===== config.mk =====
export PLATFORM = sky130hd
export DESIGN_NAME = nes_joypad_serializer_flat
export DESIGN_NICKNAME = d
export VERILOG_FILES = /design/src/rtl/nes_joypad_serializer_pkg.sv /design/src/rtl/nes_joypad_serializer_if.sv /design/src/rtl/nes_joypad_serializer_debounce.sv /design/src/rtl/nes_joypad_serializer.sv /design/src/flat_wrapper.sv
export SDC_FILE = /design/constraint.sdc
export NUM_CORES = 1
export LEC_CHECK = 0
export ABC_CLOCK_PERIOD_IN_PS = 2300
export BUFFER_PORTS_ARGS = -buffer_cell sky130_fd_sc_hd__buf_2
export CORE_ASPECT_RATIO = 0.5
export CORE_UTILIZATION = 55
export CTS_BUF_LIST = sky130_fd_sc_hd__clkbuf_8 sky130_fd_sc_hd__clkbuf_16
export DETAILED_ROUTE_END_ITERATION = 6
export PLACE_DENSITY = 0.69
export SLEW_MARGIN = 30
export SYNTH_ARGS = -nofsm -noshare
export SYNTH_HDL_FRONTEND = slang
export SYNTH_SLANG_ARGS = --single-unit

===== constraint.sdc =====
create_clock -name clk -period 2.3 [get_ports clk]
set_input_delay 0.23 -clock clk [delete_from_list [all_inputs] [get_ports clk]]
set_output_delay 0.23 -clock clk [all_outputs]
set_load 0.005 [all_outputs]

===== src/rtl/nes_joypad_serializer_pkg.sv =====
// Shared types and button bit positions for the NES joypad serializer.
// Bit order matches the 4021 shift order seen by the NES: A first, Right last.
package nes_joypad_pkg;

    localparam int BTN_A      = 0;
    localparam int BTN_B      = 1;
    localparam int BTN_SELECT = 2;
    localparam int BTN_START  = 3;
    localparam int BTN_UP     = 4;
    localparam int BTN_DOWN   = 5;
    localparam int BTN_LEFT   = 6;
    localparam int BTN_RIGHT  = 7;

    typedef logic [7:0] nes_buttons_t;

endpackage


===== src/rtl/nes_joypad_serializer_if.sv =====
// NES controller-port bundle: strobe and clock from the core, serial data back.
// master = NES core side, slave = joypad serializer side.
interface nes_joy_if;
    import nes_joypad_pkg::*;

    logic i_strobe;
    logic i_joy_clock;
    logic o_data;

    modport master (output i_strobe, output i_joy_clock, input o_data);
    modport slave  (input i_strobe, input i_joy_clock, output o_data);

endinterface


===== src/rtl/nes_joypad_serializer_debounce.sv =====
// Single-bit debouncer: a new level is accepted once it has differed from the
// stable level for 2^C_bits consecutive cycles; any shorter disagreement is dropped.
module btn_debounce
    import nes_joypad_pkg::*;
#(
    parameter int C_bits = 16
) (
    input  logic clk,
    input  logic reset_n,
    input  logic i_raw,
    output logic o_stable
);

    localparam logic [C_bits-1:0] L_MAX = '1;

    logic [C_bits-1:0] r_cnt;
    logic              r_stable;

    always_ff @(posedge clk or negedge reset_n) begin
        if (!reset_n) begin
            r_cnt    <= '0;
            r_stable <= 1'b0;
        end else if (i_raw == r_stable) begin
            r_cnt <= '0;
        end else if (r_cnt != L_MAX) begin
            r_cnt <= r_cnt + 1'b1;
        end else begin
            r_stable <= i_raw;
            r_cnt    <= '0;
        end
    end

    assign o_stable = r_stable;

endmodule


===== src/rtl/nes_joypad_serializer.sv =====
// NES controller-port emulation: merges onboard and USB buttons into a 4021-style
// shift register read by the NES core. Optional turbo via macro JOYPAD_TURBO_EN.
module nes_joypad_serializer
    import nes_joypad_pkg::*;
#(
    parameter int C_debounce_bits = 16,
    parameter bit C_fill_bit      = 1'b1,
    parameter int C_turbo_div     = 21
) (
    input  logic         clk,
    input  logic         reset_n,
    input  nes_buttons_t i_btn,
    input  nes_buttons_t i_usb_btn,
`ifdef JOYPAD_TURBO_EN
    input  nes_buttons_t i_turbo_mask,
`endif
    output nes_buttons_t o_buttons,
    nes_joy_if.slave     joy
);

    nes_buttons_t r_btn_s1, r_btn_s2;
    nes_buttons_t r_usb_s1, r_usb_s2;
    nes_buttons_t w_btn_db;
    nes_buttons_t w_merged;
    nes_buttons_t w_merged_t;
    nes_buttons_t r_buttons;
    nes_buttons_t r_sr;
    logic         r_last_jc;

    // Both button sources are asynchronous to clk
    always_ff @(posedge clk or negedge reset_n) begin
        if (!reset_n) begin
            r_btn_s1 <= '0;
            r_btn_s2 <= '0;
            r_usb_s1 <= '0;
            r_usb_s2 <= '0;
        end else begin
            r_btn_s1 <= i_btn;
            r_btn_s2 <= r_btn_s1;
            r_usb_s1 <= i_usb_btn;
            r_usb_s2 <= r_usb_s1;
        end
    end

    for (genvar g = 0; g < 8; g++) begin : g_db
        btn_debounce #(.C_bits(C_debounce_bits)) u_db (
            .clk      (clk),
            .reset_n  (reset_n),
            .i_raw    (r_btn_s2[g]),
            .o_stable (w_btn_db[g])
        );
    end

    assign w_merged = w_btn_db | r_usb_s2;

`ifdef JOYPAD_TURBO_EN
    logic [C_turbo_div:0] r_turbo_cnt;
    logic                 w_phase;

    always_ff @(posedge clk or negedge reset_n) begin
        if (!reset_n) r_turbo_cnt <= '0;
        else          r_turbo_cnt <= r_turbo_cnt + 1'b1;
    end

    // Masked buttons are forced released during the low half of the turbo period
    assign w_phase    = r_turbo_cnt[C_turbo_div];
    assign w_merged_t = w_merged & ~(i_turbo_mask & {8{~w_phase}});
`else
    assign w_merged_t = w_merged;
`endif

    // Strobe reloads continuously and takes priority over a coincident read
    always_ff @(posedge clk or negedge reset_n) begin
        if (!reset_n) begin
            r_buttons <= '0;
            r_sr      <= '0;
            r_last_jc <= 1'b0;
        end else begin
            r_buttons <= w_merged_t;
            r_last_jc <= joy.i_joy_clock;
            if (joy.i_strobe)
                r_sr <= w_merged_t;
            else if (r_last_jc && !joy.i_joy_clock)
                r_sr <= {C_fill_bit, r_sr[7:1]};
        end
    end

    assign o_buttons  = r_buttons;
    assign joy.o_data = r_sr[0];

endmodule


===== src/flat_wrapper.sv =====
// flat-port wrapper written by rule: the top's interface ports become plain ports
module nes_joypad_serializer_flat import nes_joypad_pkg::*;
#(
    parameter int C_debounce_bits = 16,
    parameter bit C_fill_bit      = 1'b1,
    parameter int C_turbo_div     = 21
)
  (clk, reset_n, i_btn, i_usb_btn, o_buttons, joy_i_strobe, joy_i_joy_clock, joy_o_data);
  nes_joy_if joy_i ();
  input  logic clk;
  input  logic reset_n;
  input  nes_buttons_t i_btn;
  input  nes_buttons_t i_usb_btn;
  output nes_buttons_t o_buttons;
  input wire logic [$bits(joy_i.i_strobe)-1:0] joy_i_strobe;
  input wire logic [$bits(joy_i.i_joy_clock)-1:0] joy_i_joy_clock;
  output wire logic [$bits(joy_i.o_data)-1:0] joy_o_data;
  assign joy_i.i_strobe = joy_i_strobe;
  assign joy_i.i_joy_clock = joy_i_joy_clock;
  assign joy_o_data = joy_i.o_data;
  nes_joypad_serializer #(.C_debounce_bits(C_debounce_bits), .C_fill_bit(C_fill_bit), .C_turbo_div(C_turbo_div)) u_core (.clk(clk), .reset_n(reset_n), .i_btn(i_btn), .i_usb_btn(i_usb_btn), .o_buttons(o_buttons), .joy(joy_i));
endmodule

Word level (Yosys, flattened, before mapping)
Cells that the tools add are included.

Add/subtract/negate cells: 8. Equality and inequality tests: 16. Mux-type cells: 18. Bitwise gates (word level): 17. Reductions and logical operators: 11.

Operators by type and width (count): two-way mux 16 bit (16); adder 16 x 1 -> 16 bit (second input constant) (8); inequality test 16 bit (second input constant) (8); two-way mux 8 bit (2); inverter 1 bit (16); AND reduction 2 bit (8); == test 1 bit (8); OR 8 bit (1); nonzero test 2 bit (1); logical AND 1 bit (1); logical NOT 1 bit (1).

Register bits: 185. Bits of input ports: 20. Output and inout port bits: 9. Logic and storage cells: 93.

Logic depth before layout (Yosys ltp)
Gate-level depths: netlist of run 1.

Word-level depth: 4. Gate-level depth with buffers: 6.

By module
From an unflattened synthesis of run 1, not the netlist that was laid out.

Cells, all modules: 755. Area, all modules: 8106.5 sq um.

By module, submodules not included: btn_debounce (instances 8, cells an instance 83, area an instance 820.8 sq um, sequential area each 425.4 sq um); nes_joypad_serializer (instances 1, cells an instance 91, area an instance 1540.2 sq um, sequential area each 1226.2 sq um).

Least setup slack after synthesis of run 1
Ideal clock, no wire load.

Path type: reg2reg. From: register u_core.g_db[6].u_db.r_cnt[0]. To: register u_core.g_db[6].u_db.r_cnt[10]. Library setup time: 0.121 ns. Data arrival time: 1.530 ns. Setup slack: 0.648 ns. Stages on the path, launching flop included: 7. Clock period less this slack: 1.652 ns. Path through: dfrtp_1 > ha_1 > nand4_1 > nor3_1 > a31o_2 > buf_2 > nor2_1.

Word-level cells in the longest chain between the ends: 3. Elaborated cells between the ends (all ways): 4. Those cells by class: add/sub (1); eq/ne (1); mux (2).

Ends and longest elaborated chain: from (decl) (RTL line nes_joypad_serializer_debounce.sv:16) `logic [C_bits-1:0] r_cnt;`; from (signal assigned) (RTL line nes_joypad_serializer_debounce.sv:26) `r_cnt <= r_cnt + 1'b1;`; adder 16 x 1 -> 16 bit / inequality test 16 bit (equally long branches) (RTL line nes_joypad_serializer_debounce.sv:26, nes_joypad_serializer_debounce.sv:25); two-way mux 16 bit (*) (RTL line nes_joypad_serializer_debounce.sv:25) `end else if (r_cnt != L_MAX) begin`; two-way mux 16 bit (*) (RTL line nes_joypad_serializer_debounce.sv:23) `end else if (i_raw == r_stable) begin`.

Every way passes the cells marked *; elsewhere a longest branch is shown, timed or not. A chain may end at the register's enable or synchronous reset.

Worst setup path in the final report of run 1
From: register u_core.g_db[6].u_db.r_cnt[0]. To: register u_core.g_db[6].u_db.r_cnt[8].

The elaborated chain is that of the path after synthesis.

==> impl_metrics.env, run 1 <==
export IMPL_cts_max_level=4
export IMPL_synth_top_area_share_pct=58.0
export IMPL_ys_top_cells_by_count="dfrtp_1 (185), nor2_1 (137), xnor2_1 (78)"
export IMPL_ys_types=34
export IMPL_arrival_ps=2220
export IMPL_avgViaCountPerCell=5.19
export IMPL_die_w_um=172
export IMPL_synth_fp_nets=773
export IMPL_first_pass_iters=4
export IMPL_reg2reg_depth=5
export IMPL_antenna_found_initial=0
export IMPL_synth_ff_type="dfrtp_1"
export IMPL_layout_drive_gt1_share_pct=12.1
export IMPL_cts_sinks=185
export IMPL_min_path_type="input port to flip-flop"
export IMPL_grt_start_max_net_pins=61
export IMPL_start_kind="flip-flop"
export IMPL_antenna_left=0
export IMPL_synth_edf_count=0
export IMPL_vdd_ir_drop_max_v=0.000518
export IMPL_dpl_cell_count=958
export IMPL_post_route_drc_count=0
export IMPL_fin_setup_tns_ps=0
export IMPL_required_ps=2600
export IMPL_initial_core_util_pct=57.6
export IMPL_die_y_um=87.2
export IMPL_rsz0062_at_grt="no"
export IMPL_netlist_area_mm2=0.00798
export IMPL_grt_first_pass_wirelength_um=22900
export IMPL_highest_layer="met4"
export IMPL_stdcell_count=1007
export IMPL_routed_wl_um=13100
export IMPL_hpwl_um=8560
export IMPL_clk_path_buf_depth=2
export IMPL_r2r_start="u_core.g_db[6].u_db.r_cnt[0]"
export IMPL_utilization_pct=65.9
export IMPL_period_needed_ps=1920
export IMPL_cts_root_buf="clkbuf_16"
export IMPL_gp_congestion=0.795
export IMPL_hold_depth=3
export IMPL_post_drt_wl_per_cell_um=13.0
export IMPL_hold_violations=0
export IMPL_grt_ovfl_total=0
export IMPL_ctsHoldBuffers=18
export IMPL_wl_met3_um=402
export IMPL_synth_seq_cells=185
export IMPL_crit_type="flip-flop to flip-flop"
export IMPL_synth_area_leader_cell="dfrtp_1"
export IMPL_r2r_end="u_core.g_db[6].u_db.r_cnt[8]"
export IMPL_p_per_area_mw_per_mm2=711
export IMPL_max_freq_mhz=521
export IMPL_period_share_pct=83.5
export IMPL_cts_tree="built"
export IMPL_slew_headroom_pct=58.1
export IMPL_seq_area_frac_synth_pct=58.0
export IMPL_synth_area_per_cell_um2=10.7
export IMPL_clock_skew_ps=10.6
export IMPL_maxSlewViolCount=0
export IMPL_cts_clk_slew_worst_paths_ps=70
export IMPL_n_fill_cell=1036
export IMPL_endpoint_kind="flip-flop"
export IMPL_met2RoutedLength_um=5940
export IMPL_portBuffers=28
export IMPL_area_growth_syn_to_layout_pct=14.5
export IMPL_cts_setup_buffers=0
export IMPL_cp_max_fo=13
export IMPL_setup_viol=0
export IMPL_fin_nets=831
export IMPL_yosys_warnings=0
export IMPL_vias=5231
export IMPL_row_count=30
export IMPL_p_leak_uw=0.00386
export IMPL_die_area_mm2=0.0150
export IMPL_whs_endpoint="u_core.r_sr[6]"
export IMPL_ys_top_cells_by_area="dfrtp_1 (58%), xnor2_1 (8.6%), nor2_1 (6.4%)"
export IMPL_yosysMostFrequentCell="dfrtp_1"
export IMPL_grt_pass1_vias=5019
export IMPL_io_pins=29
export IMPL_antennaDiodeCount=0
export IMPL_grt_usage_pct=19.7
export IMPL_hold_start="joy_i_strobe"
export IMPL_ctsResizeCount=0
export IMPL_drt_iter0_markers=246
export IMPL_core_mm2=0.0139
export IMPL_numCtsBuffers=17
export IMPL_synthCells=745
export IMPL_tightestPinTransition_ps=624
export IMPL_run_status="finished, final reports clean"
export IMPL_async_reset_ff_share_pct=100
export IMPL_max_cap_violations=0
export IMPL_rrSetupSlack_ps=380
export IMPL_insertion_delay_ps=420
export IMPL_met1_length_um=6620
==> power breakdown <==
| part | leakage, µW | switching [µW] | internal, µW |
|---|---|---|---|
| combinational | 0.00113 | 166 | 112 |
| clock | 0.000274 | 1250 | 1560 |
| sequential | 0.00245 | 62.1 | 3340 |
==> worst max path at each step <==
stage,start,endpoint,slack [ps],cells after the start
final,u_core.g_db[6].u_db.r_cnt[0],u_core.g_db[6].u_db.r_cnt[8],380,5
after floorplan,u_core.g_db[6].u_db.r_cnt[0],u_core.g_db[6].u_db.r_cnt[10],650,6
after global routing,u_core.g_db[6].u_db.r_cnt[0],u_core.g_db[6].u_db.r_cnt[8],240,5
after detailed placement,u_core.g_db[6].u_db.r_cnt[0],u_core.g_db[6].u_db.r_cnt[8],440,5
after global placement,u_core.g_db[6].u_db.r_cnt[0],u_core.g_db[6].u_db.r_cnt[5],520,5
after CTS,u_core.g_db[6].u_db.r_cnt[0],u_core.g_db[6].u_db.r_cnt[8],420,5
==> worst max-delay path: stages, from the launching register on <==
cell and delay [ps]:
dfrtp_1 420, ha_1 230, nand4_1 240, nor3_1 400, a31o_2 400, nor2_1 100
==> sequential cells by signal, indices dropped and copies added, names as in the netlist <==
| register | flops |
|---|---|
| u_core.r_last_jc | 1 |
| u_core.r_usb_s1 | 8 |
| u_core.r_btn_s1 | 8 |
| u_core.r_btn_s2 | 8 |
| u_core.o_buttons | 8 |
| u_core.g_db.u_db.r_cnt | 128 |
| u_core.g_db.u_db.o_stable | 8 |
| u_core.r_sr | 8 |
| u_core.r_usb_s2 | 8 |
==> area by class of cell <==
cell class / count / area [µm²] / area share, %
repair buffers: 51 / 404 / 4.42
clock inverters: 12 / 118 / 1.29
multi-input cells: 517 / 3170 / 34.7
flip-flops and latches: 185 / 4630 / 50.7
well taps: 192 / 240 / 2.63
inverters: 31 / 116 / 1.27
clock buffers: 19 / 453 / 4.96
==> layout by cell type (no fill, tap or decap), drive strengths merged, types with 14 or more instances in the layout <==
cell and count:
xnor2 78, nor4 21, inv 34, xor2 31
nand4 30, clkbuf 20, nand2 32, nor3 33
dfrtp 185, nor2 137, buf 32, nand3 52
o21ai 14, dlygate4sd3 18
==> stage by stage <==
stage | hold slack, ps | cell area, µm² | power (µW) | setup slack (ps)
floorplan | -65.6 | 7980 | 3580 | 648
global placement | 240 | 8380 | 3710 | 521
detailed placement | 244 | 8380 | 3720 | 443
CTS | 175 | 9130 | 6580 | 425
global route | 189 | 9130 | 6760 | 239
finish | 186 | 9130 | 6490 | 379
==> cell families after synthesis <==
logic type / count (synthesis) / share of synthesized area [%]
XOR/XNOR: 109 / 12.0
multiplexers: 15 / 2.01
AND/OR/NAND/NOR: 346 / 21.4
adder cells (fa/ha/maj): 8 / 1.25
buffers and inverters: 43 / 2.23
flip-flops: 185 / 58.0
AO/OA/AOI/OAI: 39 / 3.12
==> routing by layer <==
layer	global-route usage, %	up-vias
met5	0	-
met2	31.5	76
met4	5.55	0
met3	5.32	16
met1	26.6	2484
li1	-	2655
No activity file was read; power rests on OpenSTA's default activity.
==> run 2, diff against run 1 <==
--- a/config.mk
+++ b/config.mk
@@ -5,13 +5,13 @@
 export SDC_FILE = /design/constraint.sdc
 export NUM_CORES = 1
 export LEC_CHECK = 0
-export ABC_CLOCK_PERIOD_IN_PS = 2300
+export ABC_CLOCK_PERIOD_IN_PS = 1690
 export BUFFER_PORTS_ARGS = -buffer_cell sky130_fd_sc_hd__buf_2
 export CORE_ASPECT_RATIO = 0.5
 export CORE_UTILIZATION = 55
 export CTS_BUF_LIST = sky130_fd_sc_hd__clkbuf_8 sky130_fd_sc_hd__clkbuf_16
 export DETAILED_ROUTE_END_ITERATION = 6
-export PLACE_DENSITY = 0.69
+export PLACE_DENSITY = 0.72
 export SLEW_MARGIN = 30
 export SYNTH_ARGS = -nofsm -noshare
 export SYNTH_HDL_FRONTEND = slang
==> constraint.sdc (replaced) <==
create_clock -name clk -period 1.69 [get_ports clk]
set_input_delay 0.169 -clock clk [delete_from_list [all_inputs] [get_ports clk]]
set_output_delay 0.169 -clock clk [all_outputs]
set_load 0.005 [all_outputs]
==> run 2 against run 1 <==
Net effect:
- cell count grew 2.9%
- count of clock-buffer cells in the layout shrank 2
- via count grew 6.6%
- critical path depth grew 1
- largest power group unchanged
==> impl_metrics.env, run 2 (synthesis results as in run 1) <==
export IMPL_final_common_cell="dfrtp_1"
export IMPL_whs_endpoint="u_core.r_sr[4]"
export IMPL_cts_root_buf="clkbuf_16"
export IMPL_hpwl_um=9040
export IMPL_drt_iter0_markers=338
export IMPL_grt_start_max_net_pins=52
export IMPL_p_leak_uw=0.00406
export IMPL_combinationalPowerShare_pct=4.9
export IMPL_antenna_found_initial=0
export IMPL_cp_max_fo=4
export IMPL_io_pins=29
export IMPL_max_freq_mhz=610
export IMPL_clock_skew_ps=9.32
export IMPL_die_area_mm2=0.0150
export IMPL_final_cell_mix="dfrtp_1 (183), nor2_1 (134), xnor2_1 (78)"
export IMPL_endpoint_kind="flip-flop"
export IMPL_min_path_type="input port to flip-flop"
export IMPL_area_growth_syn_to_layout_pct=19.1
export IMPL_fin_ws_ps=51.2
export IMPL_post_route_drc_count=0
export IMPL_arrival_ps=1960
export IMPL_hold_violations=0
export IMPL_fin_nets=860
export IMPL_reg2reg_depth=6
export IMPL_period_needed_ps=1640
export IMPL_fin_area_mm2=0.00951
export IMPL_row_count=30
export IMPL_cts_tree="built"
export IMPL_antenna_left=0
export IMPL_grt_first_pass_wirelength_um=24800
export IMPL_rrSetupSlack_ps=50
export IMPL_p_total_uw=9060
export IMPL_hold_depth=3
export IMPL_insertion_delay_ps=430
export IMPL_fin_setup_tns_ps=0
export IMPL_die_w_um=172
export IMPL_pwr_share_seq_pct=51.0
export IMPL_crit_type="flip-flop to flip-flop"
export IMPL_grt_pass1_vias=5450
export IMPL_grt_ovfl_total=0
export IMPL_tightestPinTransition_ps=543
export IMPL_portBuffers=28
export IMPL_switching_share_pct=23.3
export IMPL_cts_sinks=185
export IMPL_max_cap_violations=0
export IMPL_layout_drive_gt1_share_pct=16.8
export IMPL_first_pass_iters=4
export IMPL_pre_cts_ws_ps=-4.72
export IMPL_required_ps=2010
export IMPL_period_share_pct=97.0
export IMPL_dpl_cell_count=982
export IMPL_stdcell_count=1036
export IMPL_place_area_mm2=0.00856
export IMPL_cell_internal_pwr_uw=6940
export IMPL_routed_wl_um=14400
export IMPL_p_per_area_mw_per_mm2=953
export IMPL_antennaDiodeCount=0
export IMPL_run_status="finished, final reports clean"
export IMPL_gp_congestion=0.843
export IMPL_core_mm2=0.0139
export IMPL_clock_power_share_pct=44.1
export IMPL_largest_reg_flops=128
export IMPL_avgViaCountPerCell=5.38
export IMPL_r2r_start="u_core.g_db[5].u_db.r_cnt[0]"
export IMPL_clk_path_buf_depth=2
export IMPL_r2r_end="u_core.g_db[5].u_db.r_cnt[12]"
export IMPL_vdd_ir_drop_max_v=0.000680
export IMPL_slew_headroom_pct=63.5
export IMPL_post_drt_wl_per_cell_um=13.9
export IMPL_cts_max_level=4
export IMPL_setup_viol=0
export IMPL_grt_usage_pct=21.2
export IMPL_p_switching_uw=2110
export IMPL_maxSlewViolCount=0
export IMPL_die_y_um=87.2
export IMPL_vias=5575
export IMPL_numCtsBuffers=17
export IMPL_initial_core_util_pct=57.6
export IMPL_hold_start="joy_i_strobe"
export IMPL_top_register="u_core.g_db.u_db.r_cnt"
export IMPL_start_kind="flip-flop"
export IMPL_cts_clk_slew_worst_paths_ps=70
## run 2: cell type report
class | instances | area, µm²
clock inverter | 14 | 164
tap | 192 | 240
clock buffer | 17 | 425
sequential | 185 | 4630
fill | 971 | 4350
inverter | 31 | 116
timing repair buffer | 78 | 607
multi-input combinational | 519 | 3320
## run 2: worst max-delay path, stage by stage (launching register included)
cell     delay, ps
dfrtp_1        460
ha_4           190
nand4_1        160
buf_4          200
nor4_1         310
xnor2_1        160
nor2_1          50
## run 2: power by group through the flow
| stage | clock, µW | sequential, µW | combinational (µW) |
|---|---|---|---|
| 2_1_floorplan | 0 | 4690 | 183 |
| 3_3_place_gp | 0 | 4690 | 389 |
| 3_5_place_dp | 0 | 4700 | 399 |
| 4_1_cts | 4080 | 4610 | 436 |
| 5_1_grt | 4260 | 4630 | 507 |
| 6_report | 4000 | 4620 | 440 |
## run 2: worst max-delay path by stage
| stage | start | endpoint | slack [ps] | cells past startpoint |
|---|---|---|---|---|
| finish | u_core.g_db[5].u_db.r_cnt[0] | u_core.g_db[5].u_db.r_cnt[12] | 50 | 6 |
| CTS | u_core.g_db[2].u_db.r_cnt[0] | u_core.g_db[2].u_db.r_cnt[7] | 20 | 5 |
| detailed placement | u_core.g_db[5].u_db.r_cnt[0] | u_core.g_db[5].u_db.r_cnt[8] | -5 | 5 |
| floorplan | u_core.g_db[6].u_db.r_cnt[0] | u_core.g_db[6].u_db.r_cnt[10] | 40 | 6 |
| global placement | u_core.g_db[3].u_db.r_cnt[1] | u_core.g_db[3].u_db.r_cnt[8] | 80 | 5 |
| global route | u_core.g_db[6].u_db.r_cnt[1] | u_core.g_db[6].u_db.r_cnt[14] | -20 | 6 |
## run 2: what timing repair did
| action | 4_1_cts | 5_1_grt |
|---|---|---|
| endpoints found under the setup margin | 5 | 85 |
| hold buffers | 18 | 0 |
| setup buffers | 0 | 3 |
| endpoints found under the hold margin | 63 | 0 |
| gates cloned | 2 | 0 |
| pin swaps | 2 | 2 |
| gates resized for setup | 2 | 23 |
## run 2: routing by layer
layer	vias to the layer above	track usage (%)	part of all wire, %
met2	102	34.3	47
met4	0	7.56	1.8
met1	2728	27.8	48
met3	29	5.68	3.3
met5	-	0	0
li1	2716	-	-
## run 2: stage by stage
| step | hold WS, ps | util [%] |
|---|---|---|
| 2_1_floorplan | -127 | - |
| 4_1_cts | 106 | 67.6 |
| 3_3_place_gp | 150 | 61.8 |
| 6_report | 110 | 68.6 |
| 5_1_grt | 137 | 68.6 |
| 3_5_place_dp | 153 | 61.8 |
==> run 3, diff against run 2 <==
--- a/config.mk
+++ b/config.mk
@@ -7,7 +7,7 @@
 export LEC_CHECK = 0
 export ABC_CLOCK_PERIOD_IN_PS = 1690
 export BUFFER_PORTS_ARGS = -buffer_cell sky130_fd_sc_hd__buf_2
-export CORE_ASPECT_RATIO = 0.5
+export CORE_ASPECT_RATIO = 1.5
 export CORE_UTILIZATION = 55
 export CTS_BUF_LIST = sky130_fd_sc_hd__clkbuf_8 sky130_fd_sc_hd__clkbuf_16
 export DETAILED_ROUTE_END_ITERATION = 6
==> run 3 against run 2 <==
Net effect:
- first-iteration DRC count shrank 37%
- clock skew is essentially flat
- hold slack gained 18 ps
- sequential power is essentially flat
- wire length grew 2.2%
- utilization shrank 1.6 points
- count of clock-buffer cells in the layout grew 3
- total power shrank 0.22%
- global-route usage grew 0.17 points
- final area shrank 0.83%
- combinational power shrank 2%
- clock power is essentially flat
- critical path type unchanged
==> impl_metrics.env, run 3 (synthesis results as in run 1) <==
export IMPL_largest_reg_flops=128
export IMPL_numCtsBuffers=17
export IMPL_cts_clk_slew_worst_paths_ps=70
export IMPL_rsz0062_at_grt="yes"
export IMPL_arrival_ps=1970
export IMPL_avgViaCountPerCell=5.42
export IMPL_grt_first_pass_wirelength_um=25400
export IMPL_period_needed_ps=1660
export IMPL_clock_skew_ps=9.29
export IMPL_fin_area_mm2=0.00943
export IMPL_cts_tree="built"
export IMPL_regArea_mm2=0.00463
export IMPL_maxSlewViolCount=0
export IMPL_fin_setup_tns_ps=0
export IMPL_fin_nets=855
export IMPL_initial_core_util_pct=56.8
export IMPL_drt_iter0_markers=214
export IMPL_path_cells="ha_1, nand4_1, nor3_2, nand3_1, mux2_2"
export IMPL_crit_family="simple AND/OR/NAND/NOR gates"
export IMPL_area_growth_syn_to_layout_pct=18.1
export IMPL_crit_type="flip-flop to flip-flop"
export IMPL_first_pass_iters=4
export IMPL_hold_violations=0
export IMPL_tightestPinTransition_ps=560
export IMPL_period_share_pct=98.1
export IMPL_layout_drive_gt1_share_pct=16.0
export IMPL_n_fill_cell=1044
export IMPL_insertion_delay_ps=420
export IMPL_setup_viol=0
export IMPL_max_freq_mhz=603
export IMPL_die_y_um=150
export IMPL_final_cell_mix="dfrtp_1 (185), nor2_1 (135), xnor2_1 (78)"
export IMPL_start_kind="flip-flop"
export IMPL_vdd_ir_drop_max_v=0.000749
export IMPL_grt_ovfl_total=0
export IMPL_path_depth=5
export IMPL_cts_max_level=4
export IMPL_utilization_pct=67.1
export IMPL_stdcell_count=1032
export IMPL_required_ps=2000
export IMPL_final_common_cell="dfrtp_1"
export IMPL_place_area_mm2=0.00855
export IMPL_die_area_mm2=0.0150
export IMPL_die_w_um=100
export IMPL_routed_wl_um=14800
export IMPL_cpPeakStageDelay_ps=400
export IMPL_portBuffers=28
export IMPL_antennaDiodeCount=0
export IMPL_p_per_area_mw_per_mm2=959
export IMPL_min_path_type="input port to flip-flop"
export IMPL_antenna_found_initial=0
export IMPL_cp_max_fo=4
export IMPL_slew_headroom_pct=62.4
export IMPL_crit_buf_inv=0
export IMPL_hpwl_um=9980
export IMPL_post_drt_wl_per_cell_um=14.3
export IMPL_slowest_stage="dfrtp_1"
export IMPL_reg2reg_depth=5
export IMPL_post_route_drc_count=0
export IMPL_row_count=53
export IMPL_run_status="finished, final reports clean"
export IMPL_vias=5591
export IMPL_multi_input_area_mm2=0.00326
export IMPL_cts_root_buf="clkbuf_16"
export IMPL_core_mm2=0.0141
export IMPL_io_pins=29
export IMPL_clk_path_buf_depth=2
export IMPL_p_leak_uw=0.00400
export IMPL_cts_sinks=185
export IMPL_grt_pass1_vias=5719
export IMPL_antenna_left=0
export IMPL_hold_depth=3
export IMPL_top_register="u_core.g_db.u_db.r_cnt"
export IMPL_endpoint_kind="flip-flop"
export IMPL_grt_usage_pct=21.4
export IMPL_dpl_cell_count=980
export IMPL_gp_congestion=0.793
export IMPL_max_cap_violations=0
export IMPL_grt_start_max_net_pins=45
[run 3: cell count changes in the layout (fill, tap and decap cells not counted), sizes merged]
cell      delta
clkbuf       +2
clkinv       -1
a31o         -1
inv          -4
clkinvlp     +3
buf          -3
[run 3: final timing paths]
check | start | to | slack, ps
max | u_core.g_db[5].u_db.r_cnt[0] | u_core.g_db[5].u_db.o_stable | 30
min | joy_i_strobe | u_core.r_sr[2] | 130
max reg2reg | u_core.g_db[5].u_db.r_cnt[0] | u_core.g_db[5].u_db.o_stable | 30
min reg2reg | u_core.r_btn_s1[0] | u_core.r_btn_s2[0] | 350
max in group asynchronous | reset_n | u_core.g_db[0].u_db.r_cnt[5] | 850
min in group asynchronous | reset_n | u_core.g_db[2].u_db.r_cnt[11] | 230
[run 3: area by class of cell]
class | count | share of cell area [%]
well taps | 192 | 2.55
flip-flops and latches | 185 | 49.1
multi-input cells | 518 | 34.6
clock buffers | 20 | 4.95
inverters | 31 | 1.23
repair buffers | 74 | 6.09
clock inverters | 12 | 1.50
[run 3: layer usage]
| layer | vias up | GRT usage, % | part of all wire, % |
|---|---|---|---|
| li1 | 2702 | - | - |
| met1 | 2758 | 25.7 | 42 |
| met2 | 111 | 37.9 | 54 |
| met3 | 20 | 4.02 | 2.4 |
| met4 | 0 | 7.97 | 1.8 |
| met5 | - | 0 | 0 |
[run 3: through the flow]
step	setup slack, ps	hold WS (ps)	total power (µW)
after floorplan	38.4	-127	4870
after global placement	92.4	110	5080
after detailed placement	3.11	113	5100
after CTS	24.0	109	9120
after global routing	-49.3	150	9380
final	32.5	128	9040
[run 3: timing repair]
| action | CTS | global route |
|---|---|---|
| gates cloned | 1 | 0 |
| setup endpoints to repair | 6 | 61 |
| resized for setup | 1 | 14 |
| setup buffers | 0 | 1 |
| pin swaps | 1 | 3 |
| hold endpoints to repair | 52 | 0 |
| hold buffers | 18 | 0 |
[run 3: power breakdown]
| group | internal (µW) | switching [µW] |
|---|---|---|
| logic | 180 | 251 |
| clock network | 2320 | 1670 |
| registers | 4540 | 78.1 |
[run 3: worst min-delay path, delay by kind of cell]
kind	cells	cell delay, ps
buffers and inverters	1	180
AND/OR/NAND/NOR	1	80
AO/OA/AOI/OAI	1	70
